===== config.mk =====
export PLATFORM = sky130hd
export DESIGN_NAME = fram_req_ctrl
export DESIGN_NICKNAME = d
export VERILOG_FILES = /design/src/rtl/fram_req_ctrl.sv
export SDC_FILE = /design/constraint.sdc
export NUM_CORES = 1
export LEC_CHECK = 0
export ABC_AREA = 1
export ABC_CLOCK_PERIOD_IN_PS = 3300
export CELL_PAD_IN_SITES_DETAIL_PLACEMENT = 1
export CELL_PAD_IN_SITES_GLOBAL_PLACEMENT = 1
export CORE_ASPECT_RATIO = 1.25
export CORE_UTILIZATION = 32
export DETAILED_ROUTE_END_ITERATION = 10
export PLACE_DENSITY_LB_ADDON = 0.15
export SYNTH_ARGS = -nofsm -noshare
export SYNTH_HDL_FRONTEND = slang
export SYNTH_SLANG_ARGS = --single-unit
export TNS_END_PERCENT = 50

===== constraint.sdc =====
create_clock -name sys_clk -period 3.3 [get_ports sys_clk]
set_input_delay 0.99 -clock sys_clk [delete_from_list [all_inputs] [get_ports sys_clk]]
set_output_delay 0.99 -clock sys_clk [all_outputs]
set_load 0.1 [all_outputs]

===== src/rtl/fram_req_ctrl.sv =====
// -----------------------------------------------------------------------------
// fram_req_ctrl
//
// Request controller sitting between a host and an FRAM access stage. The host
// issues one read or write request at a time (address + byte length). The
// controller forwards a single command to the access stage, then moves the data
// bytes in the requested direction. It finishes with a one-cycle completion
// pulse that carries a status code and a 16-bit additive checksum of the bytes
// that were moved.
//
// Status codes on done_err:
//   0 ok, 1 bad length, 2 timeout, 3 read framing error
//
// Ports
//   sys_clk, glbl_rst        : clock, synchronous active-high reset
//   req_*                    : host request (valid/ready handshake)
//   wdat_*                   : host write-byte stream into the controller
//   rdat_*                   : read-byte stream to the host (no backpressure)
//   done, done_err, done_sum : completion pulse, status and checksum
//   flash_wren/rden/addr/length, flash_ready : command port to the access stage
//   flash_wr_*               : write bytes to the access stage
//   flash_rd_*               : read bytes from the access stage
// -----------------------------------------------------------------------------
module fram_req_ctrl #(
    parameter int TO_CYCLES = 1024,
    parameter int MAX_LEN   = 4096
) (
    input  logic        sys_clk,
    input  logic        glbl_rst,

    input  logic        req_valid,
    output logic        req_ready,
    input  logic        req_wr,
    input  logic [15:0] req_addr,
    input  logic [15:0] req_len,

    input  logic [7:0]  wdat_data,
    input  logic        wdat_valid,
    output logic        wdat_ready,

    output logic [7:0]  rdat_data,
    output logic        rdat_valid,
    output logic        rdat_last,

    output logic        done,
    output logic [1:0]  done_err,
    output logic [15:0] done_sum,

    output logic        flash_wren,
    output logic        flash_rden,
    output logic [15:0] flash_addr,
    output logic [15:0] flash_length,
    input  logic        flash_ready,

    output logic [7:0]  flash_wr_data,
    output logic        flash_wr_valid,
    output logic        flash_wr_last,

    input  logic [7:0]  flash_rd_data,
    input  logic        flash_rd_valid,
    input  logic        flash_rd_last
);

    localparam int TO_W = $clog2(TO_CYCLES + 1);

    typedef enum logic [2:0] {
        IDLE  = 3'd0,
        ISSUE = 3'd1,
        WDATA = 3'd2,
        WWAIT = 3'd3,
        RDATA = 3'd4,
        RWAIT = 3'd5,
        DONE  = 3'd6
    } state_t;

    // 16-bit wrapping checksum accumulation of one byte
    function automatic logic [15:0] sum_add(input logic [15:0] sum, input logic [7:0] data);
        sum_add = sum + {8'h00, data};
    endfunction

    state_t          state_r;
    state_t          state_s;

    logic            wr_r;
    logic [15:0]     byte_cnt_r;
    logic [15:0]     sum_r;
    logic [TO_W-1:0] to_cnt_r;
    logic            framing_r;

    logic            wdat_ready_r;
    logic [7:0]      rdat_data_r;
    logic            rdat_valid_r;
    logic            rdat_last_r;
    logic            done_r;
    logic [1:0]      done_err_r;
    logic [15:0]     done_sum_r;
    logic            flash_wren_r;
    logic            flash_rden_r;
    logic [15:0]     flash_addr_r;
    logic [15:0]     flash_length_r;
    logic [7:0]      flash_wr_data_r;
    logic            flash_wr_valid_r;
    logic            flash_wr_last_r;

    logic            req_ready_s;
    logic            accept_s;
    logic            len_bad_s;
    logic            wdat_hs_s;
    logic            rd_hs_s;
    logic            byte_moved_s;
    logic [7:0]      moved_byte_s;
    logic [15:0]     cnt_inc_s;
    logic            is_last_s;
    logic            counting_s;
    logic            to_expire_s;
    logic            timeout_s;
    logic            framing_set_s;
    logic            framing_nxt_s;
    logic [15:0]     sum_nxt_s;
    logic [1:0]      done_err_s;

    assign req_ready_s   = (state_r == IDLE) && flash_ready;
    assign accept_s      = req_valid && req_ready_s;
    assign len_bad_s     = (req_len == 16'h0000) || ({1'b0, req_len} > 17'(MAX_LEN));

    // wdat_ready_r is high exactly while in WDATA, so it doubles as the state qualifier
    assign wdat_hs_s     = wdat_ready_r && wdat_valid;
    assign rd_hs_s       = (state_r == RDATA) && flash_rd_valid;
    assign byte_moved_s  = wdat_hs_s || rd_hs_s;
    assign moved_byte_s  = wdat_hs_s ? wdat_data : flash_rd_data;
    assign cnt_inc_s     = byte_cnt_r + 16'h0001;
    assign is_last_s     = (cnt_inc_s == flash_length_r);

    assign counting_s    = (state_r == WDATA) || (state_r == WWAIT) ||
                           (state_r == RDATA) || (state_r == RWAIT);
    // Expiry is judged on the cycle that would make the idle count reach TO_CYCLES;
    // a byte moved on that same cycle wins and the transfer continues.
    assign to_expire_s   = (to_cnt_r >= TO_W'(TO_CYCLES - 1));
    assign timeout_s     = counting_s && !byte_moved_s && to_expire_s;

    // Framing: last marker on the wrong byte, missing on the final byte, or any
    // byte arriving after the final one.
    assign framing_set_s = (rd_hs_s && (flash_rd_last != is_last_s)) ||
                           ((state_r == RWAIT) && flash_rd_valid);
    assign framing_nxt_s = framing_r || framing_set_s;

    // Next value of the running checksum
    always_comb begin
        sum_nxt_s = sum_r;
        if (accept_s) begin
            sum_nxt_s = 16'h0000;
        end else if (byte_moved_s) begin
            sum_nxt_s = sum_add(sum_r, moved_byte_s);
        end else begin
            sum_nxt_s = sum_r;
        end
    end

    // Next-state decode and completion status selection
    always_comb begin
        state_s    = state_r;
        done_err_s = 2'd0;
        case (state_r)
            IDLE: begin
                if (accept_s) begin
                    if (len_bad_s) begin
                        state_s    = DONE;
                        done_err_s = 2'd1;
                    end else begin
                        state_s = ISSUE;
                    end
                end else begin
                    state_s = IDLE;
                end
            end
            ISSUE: begin
                if (wr_r) begin
                    state_s = WDATA;
                end else begin
                    state_s = RDATA;
                end
            end
            WDATA: begin
                if (wdat_hs_s && is_last_s) begin
                    state_s = WWAIT;
                end else if (timeout_s) begin
                    state_s    = DONE;
                    done_err_s = 2'd2;
                end else begin
                    state_s = WDATA;
                end
            end
            WWAIT: begin
                if (flash_ready) begin
                    state_s    = DONE;
                    done_err_s = 2'd0;
                end else if (timeout_s) begin
                    state_s    = DONE;
                    done_err_s = 2'd2;
                end else begin
                    state_s = WWAIT;
                end
            end
            RDATA: begin
                if (rd_hs_s && is_last_s) begin
                    state_s = RWAIT;
                end else if (timeout_s) begin
                    state_s    = DONE;
                    done_err_s = 2'd2;
                end else begin
                    state_s = RDATA;
                end
            end
            RWAIT: begin
                if (flash_ready) begin
                    state_s    = DONE;
                    done_err_s = framing_nxt_s ? 2'd3 : 2'd0;
                end else if (timeout_s) begin
                    state_s    = DONE;
                    done_err_s = 2'd2;
                end else begin
                    state_s = RWAIT;
                end
            end
            DONE: begin
                state_s = IDLE;
            end
            default: begin
                state_s = IDLE;
            end
        endcase
    end

    // State register
    always_ff @(posedge sys_clk) begin
        if (glbl_rst) begin
            state_r <= IDLE;
        end else begin
            state_r <= state_s;
        end
    end

    // Request latch, byte counter, checksum and framing flag
    always_ff @(posedge sys_clk) begin
        if (glbl_rst) begin
            wr_r           <= 1'b0;
            flash_addr_r   <= 16'h0000;
            flash_length_r <= 16'h0000;
            byte_cnt_r     <= 16'h0000;
            sum_r          <= 16'h0000;
            framing_r      <= 1'b0;
        end else if (accept_s) begin
            wr_r           <= req_wr;
            flash_addr_r   <= req_addr;
            flash_length_r <= req_len;
            byte_cnt_r     <= 16'h0000;
            sum_r          <= 16'h0000;
            framing_r      <= 1'b0;
        end else begin
            if (byte_moved_s) begin
                byte_cnt_r <= cnt_inc_s;
            end
            sum_r     <= sum_nxt_s;
            framing_r <= framing_nxt_s;
        end
    end

    // Idle-cycle timeout counter: restarts on any byte moved and on every state change
    always_ff @(posedge sys_clk) begin
        if (glbl_rst) begin
            to_cnt_r <= {TO_W{1'b0}};
        end else if ((state_s != state_r) || byte_moved_s || !counting_s) begin
            to_cnt_r <= {TO_W{1'b0}};
        end else begin
            to_cnt_r <= to_cnt_r + TO_W'(1'b1);
        end
    end

    // Registered command, data-path and completion outputs
    always_ff @(posedge sys_clk) begin
        if (glbl_rst) begin
            wdat_ready_r     <= 1'b0;
            flash_wren_r     <= 1'b0;
            flash_rden_r     <= 1'b0;
            flash_wr_data_r  <= 8'h00;
            flash_wr_valid_r <= 1'b0;
            flash_wr_last_r  <= 1'b0;
            rdat_data_r      <= 8'h00;
            rdat_valid_r     <= 1'b0;
            rdat_last_r      <= 1'b0;
            done_r           <= 1'b0;
            done_err_r       <= 2'd0;
            done_sum_r       <= 16'h0000;
        end else begin
            wdat_ready_r     <= (state_s == WDATA);
            flash_wren_r     <= accept_s && !len_bad_s && req_wr;
            flash_rden_r     <= accept_s && !len_bad_s && !req_wr;
            flash_wr_valid_r <= wdat_hs_s;
            flash_wr_last_r  <= wdat_hs_s && is_last_s;
            if (wdat_hs_s) begin
                flash_wr_data_r <= wdat_data;
            end
            rdat_valid_r     <= rd_hs_s;
            rdat_last_r      <= rd_hs_s && is_last_s;
            if (rd_hs_s) begin
                rdat_data_r <= flash_rd_data;
            end
            // DONE is only ever held for one cycle, so entering it is the pulse
            done_r <= (state_s == DONE);
            if (state_s == DONE) begin
                done_err_r <= done_err_s;
                done_sum_r <= sum_nxt_s;
            end
        end
    end

    assign req_ready      = req_ready_s;
    assign wdat_ready     = wdat_ready_r;
    assign rdat_data      = rdat_data_r;
    assign rdat_valid     = rdat_valid_r;
    assign rdat_last      = rdat_last_r;
    assign done           = done_r;
    assign done_err       = done_err_r;
    assign done_sum       = done_sum_r;
    assign flash_wren     = flash_wren_r;
    assign flash_rden     = flash_rden_r;
    assign flash_addr     = flash_addr_r;
    assign flash_length   = flash_length_r;
    assign flash_wr_data  = flash_wr_data_r;
    assign flash_wr_valid = flash_wr_valid_r;
    assign flash_wr_last  = flash_wr_last_r;

endmodule


==> results.sh <==
export IMPL_p_seq_frac=0.337
export IMPL_crit_family="buffers and inverters"
export IMPL_cp_cell_sequence="clkdlybuf4s50_1 > buf_12 > inv_12 > nor4_4 > buf_4 > buf_12"
export IMPL_pre_cts_slack_ns=-0.576
export IMPL_drt_iter0_markers=268
export IMPL_drc_errors=0
export IMPL_wl_per_cell_um=15.5
export IMPL_avgSynthCellArea_um2=6.78
export IMPL_synthArstFlopShare=0
export IMPL_die_area_mm2=0.0198
export IMPL_synth_edf_count=0
export IMPL_diodes=0
export IMPL_drive_gt1_frac=0.260
export IMPL_rows=56
export IMPL_maxCapViolations=0
export IMPL_worstPathRequired_ns=2.31
export IMPL_core_area_mm2=0.0188
export IMPL_ys_ff_latch=122
export IMPL_clock_fmax_mhz=307
export IMPL_peakVddDrop_mv=0.350
export IMPL_numPortBuffers=130
export IMPL_firstDrtPassIters=6
export IMPL_hp_class="flip-flop to flip-flop"
export IMPL_hold_viol=0
export IMPL_fillCellCount=2420
export IMPL_ys_seq_area_frac=0.397
export IMPL_cts_htree_levels=4
export IMPL_p_switching_mw=1.71
export IMPL_leakagePower_nw=4.03
export IMPL_cts_hold_buf=0
export IMPL_slew_violations=0
export IMPL_syn_nets=973
export IMPL_setup_ws_ns=0.0444
export IMPL_initial_core_util=0.327
export IMPL_synthDistinctLibCells=43
export IMPL_cp_max_fo=4
export IMPL_slew_headroom=0.576
export IMPL_fin_worst_skew_ns=0.0110
export IMPL_tightest_slew_ns=0.636
export IMPL_p_sw_frac=0.355
export IMPL_grt_usage=0.222
export IMPL_grt_first_pass_wirelength_um=34200
export IMPL_placed_area_mm2=0.00811
export IMPL_intPower_mw=3.11
export IMPL_cts_root_buf="clkbuf_16"
export IMPL_boundaryPins=131
export IMPL_layout_common_cells="nand2_1 (243), buf_4 (157), dfxtp_1 (122)"
export IMPL_fin_crit_sh=0.987
export IMPL_postLayoutCellArea_mm2=0.00894
export IMPL_synth_top_flop_cell="dfxtp_1"
export IMPL_arrival_ns=2.27
export IMPL_cp_num_buf_inv=5
export IMPL_clk_latency_ns=0.42
export IMPL_wl_um=21100
export IMPL_p_comb_frac=0.259
export IMPL_routed_via_density=4.84
export IMPL_clockPowerShare=0.404
export IMPL_clk_pin_slew_ns=0.06
export IMPL_first_global_vias=6802
export IMPL_antenna_left=0
export IMPL_start_kind="input pin"
export IMPL_timing_hold_ws_ns=0.444
export IMPL_cts_buffers=17
export IMPL_place_inst=1313
export IMPL_cts_buffer_depth=2
export IMPL_max_stage_delay_ns=0.51
export IMPL_final_core_util=0.476
export IMPL_syn_to_final_growth_pct=45.5
export IMPL_p_per_area_mw_per_mm2=538
export IMPL_setup_viol=0
export IMPL_dp_hpwl_um=15600
export IMPL_final_common_cell="nand2_1"
export IMPL_stdcell_count=1359
export IMPL_nNetsFinal=1181
export IMPL_outcome="completed"
export IMPL_fin_crit_ns=3.26
export IMPL_synthCells=906
export IMPL_cts_tree="done"
export IMPL_yosys_warnings=0
export IMPL_antenna_found_initial=0
export IMPL_dieHeight_um=157
export IMPL_dr_total_vias=6579
export IMPL_cp_common_cell="buf_12"
export IMPL_cp_end_kind="output pin"
export IMPL_die_w_um=126
export IMPL_grt_max_degree=55
export IMPL_cpMaxStageDelayCell="clkdlybuf4s50_1"
export IMPL_cts_sinks=122
export IMPL_path_class="input pin to output pin"
export IMPL_gp_congestion=0.823
export IMPL_grt_overflow=0
export IMPL_netlist_area_mm2=0.00614
[final timing paths]
path                               from                        end  slack (ns)  depth (start not counted)
max                         flash_ready                  req_ready        0.04                          6
max reg2reg  byte_cnt_r[0]$_SDFFE_PP0N_  done_sum[11]$_SDFFE_PP0P_        0.53                         19
min              to_cnt_r[0]$_SDFF_PP0_     to_cnt_r[0]$_SDFF_PP0_        0.44                          1
min reg2reg      to_cnt_r[0]$_SDFF_PP0_     to_cnt_r[0]$_SDFF_PP0_        0.44                          1
[cell families (layout without fill, tap and decap cells)]
| family | Yosys count | count (layout) | share of synthesized area |
|---|---|---|---|
| xor gates and xnor gates | 20 | 20 | 0.0307 |
| and+or+nand+nor | 468 | 468 | 0.337 |
| other | 1 | 1 | 0.000610 |
| adders and majority gates | 11 | 11 | 0.0236 |
| AOI/OAI and AO/OA | 132 | 132 | 0.116 |
| DFF | 122 | 122 | 0.397 |
| buffers and inverters | 152 | 373 | 0.0945 |
[power groups by stage]
stage               combinational (mW)  clock (mW)  sequential (mW)
floorplan                        0.457           0             2.00
global placement                  1.22           0             1.65
detailed placement                1.23           0             1.65
CTS                               1.24        1.98             1.62
global route                      1.35        2.05             1.63
finish                            1.25        1.94             1.62
[synthesized netlist by cell type (2+ instances only)]
cell type | instances | share of area
buf_1 | 4 | 0.0024
nor2_1 | 81 | 0.049
clkbuf_1 | 22 | 0.013
nand3_1 | 59 | 0.048
nor2_2 | 4 | 0.0041
a211oi_1 | 2 | 0.0024
nand2_2 | 5 | 0.0051
o21bai_1 | 2 | 0.0024
clkinv_1 | 3 | 0.0018
a31oi_1 | 2 | 0.0020
xor2_1 | 11 | 0.016
dfxtp_1 | 122 | 0.40
nor3_1 | 10 | 0.0081
nand4_1 | 28 | 0.029
nand2_1 | 259 | 0.16
or2_2 | 4 | 0.0041
o211ai_1 | 6 | 0.0073
nand3_2 | 4 | 0.0065
ha_1 | 10 | 0.020
o21ai_0 | 38 | 0.031
xnor2_1 | 8 | 0.011
a21oi_1 | 74 | 0.060
o31ai_1 | 2 | 0.0024
inv_2 | 23 | 0.014
buf_2 | 2 | 0.0016
inv_1 | 96 | 0.059
nor2_4 | 8 | 0.015
buf_4 | 2 | 0.0024
[what timing repair did]
item,in CTS,in global routing
gates resized for setup,9,25
cloned,0,1
buffers inserted,6,7
pin swaps,7,19
setup endpoints to repair,12,18
[final cells by class]
type / count / area, um2 / area share
clock buffer: 17 / 425 / 0.0476
sequential: 122 / 2440 / 0.273
tap: 232 / 290 / 0.0325
timing repair buffer: 219 / 1840 / 0.206
inverter: 122 / 475 / 0.0532
clock inverter: 15 / 179 / 0.0200
multi-input combinational: 632 / 3290 / 0.367
[worst reg2reg max path, cell delays in order (launching register included)]
cell	delay [ns]
dfxtp_1	0.44
ha_1	0.22
nand2_1	0.12
nor2_4	0.22
nand2_1	0.09
nand2_1	0.08
nand2_1	0.07
nand2_1	0.11
nand2_1	0.08
nor2_2	0.16
nand3_2	0.11
nor2_4	0.19
nand3_2	0.11
nor2_4	0.14
nor2_4	0.07
nand3_2	0.09
buf_12	0.17
inv_2	0.07
nand2_1	0.07
nand2_1	0.05
[registers in the layout, indices dropped and copies added, names as in the netlist, 2 cells and up]
register	cells
byte_cnt_r	16
done_err	2
done_sum	16
flash_addr	16
flash_length	16
flash_wr_data	8
rdat_data	8
state_r	3
sum_r	16
to_cnt_r	11
[metrics by stage]
| step | TNS [ns] | total power [mW] |
|---|---|---|
| 4_1_cts | -0.0132 | 4.85 |
| 5_1_grt | -0.0120 | 5.03 |
| 3_3_place_gp | -9.36 | 2.87 |
| 6_report | 0 | 4.81 |
| 3_5_place_dp | -11.67 | 2.88 |
| 2_1_floorplan | -2.37 | 2.46 |
[layer usage]
layer | GRT usage | vias up | wire [um] | part of all wire
li1 | - | 3323 | - | -
met1 | 0.240 | 3125 | 8590 | 0.41
met2 | 0.430 | 105 | 11500 | 0.54
met3 | 0.0404 | 26 | 636 | 0.030
met4 | 0.0723 | 0 | 439 | 0.021
met5 | 0 | - | 0 | 0
Power figures use the tool's default switching activity.
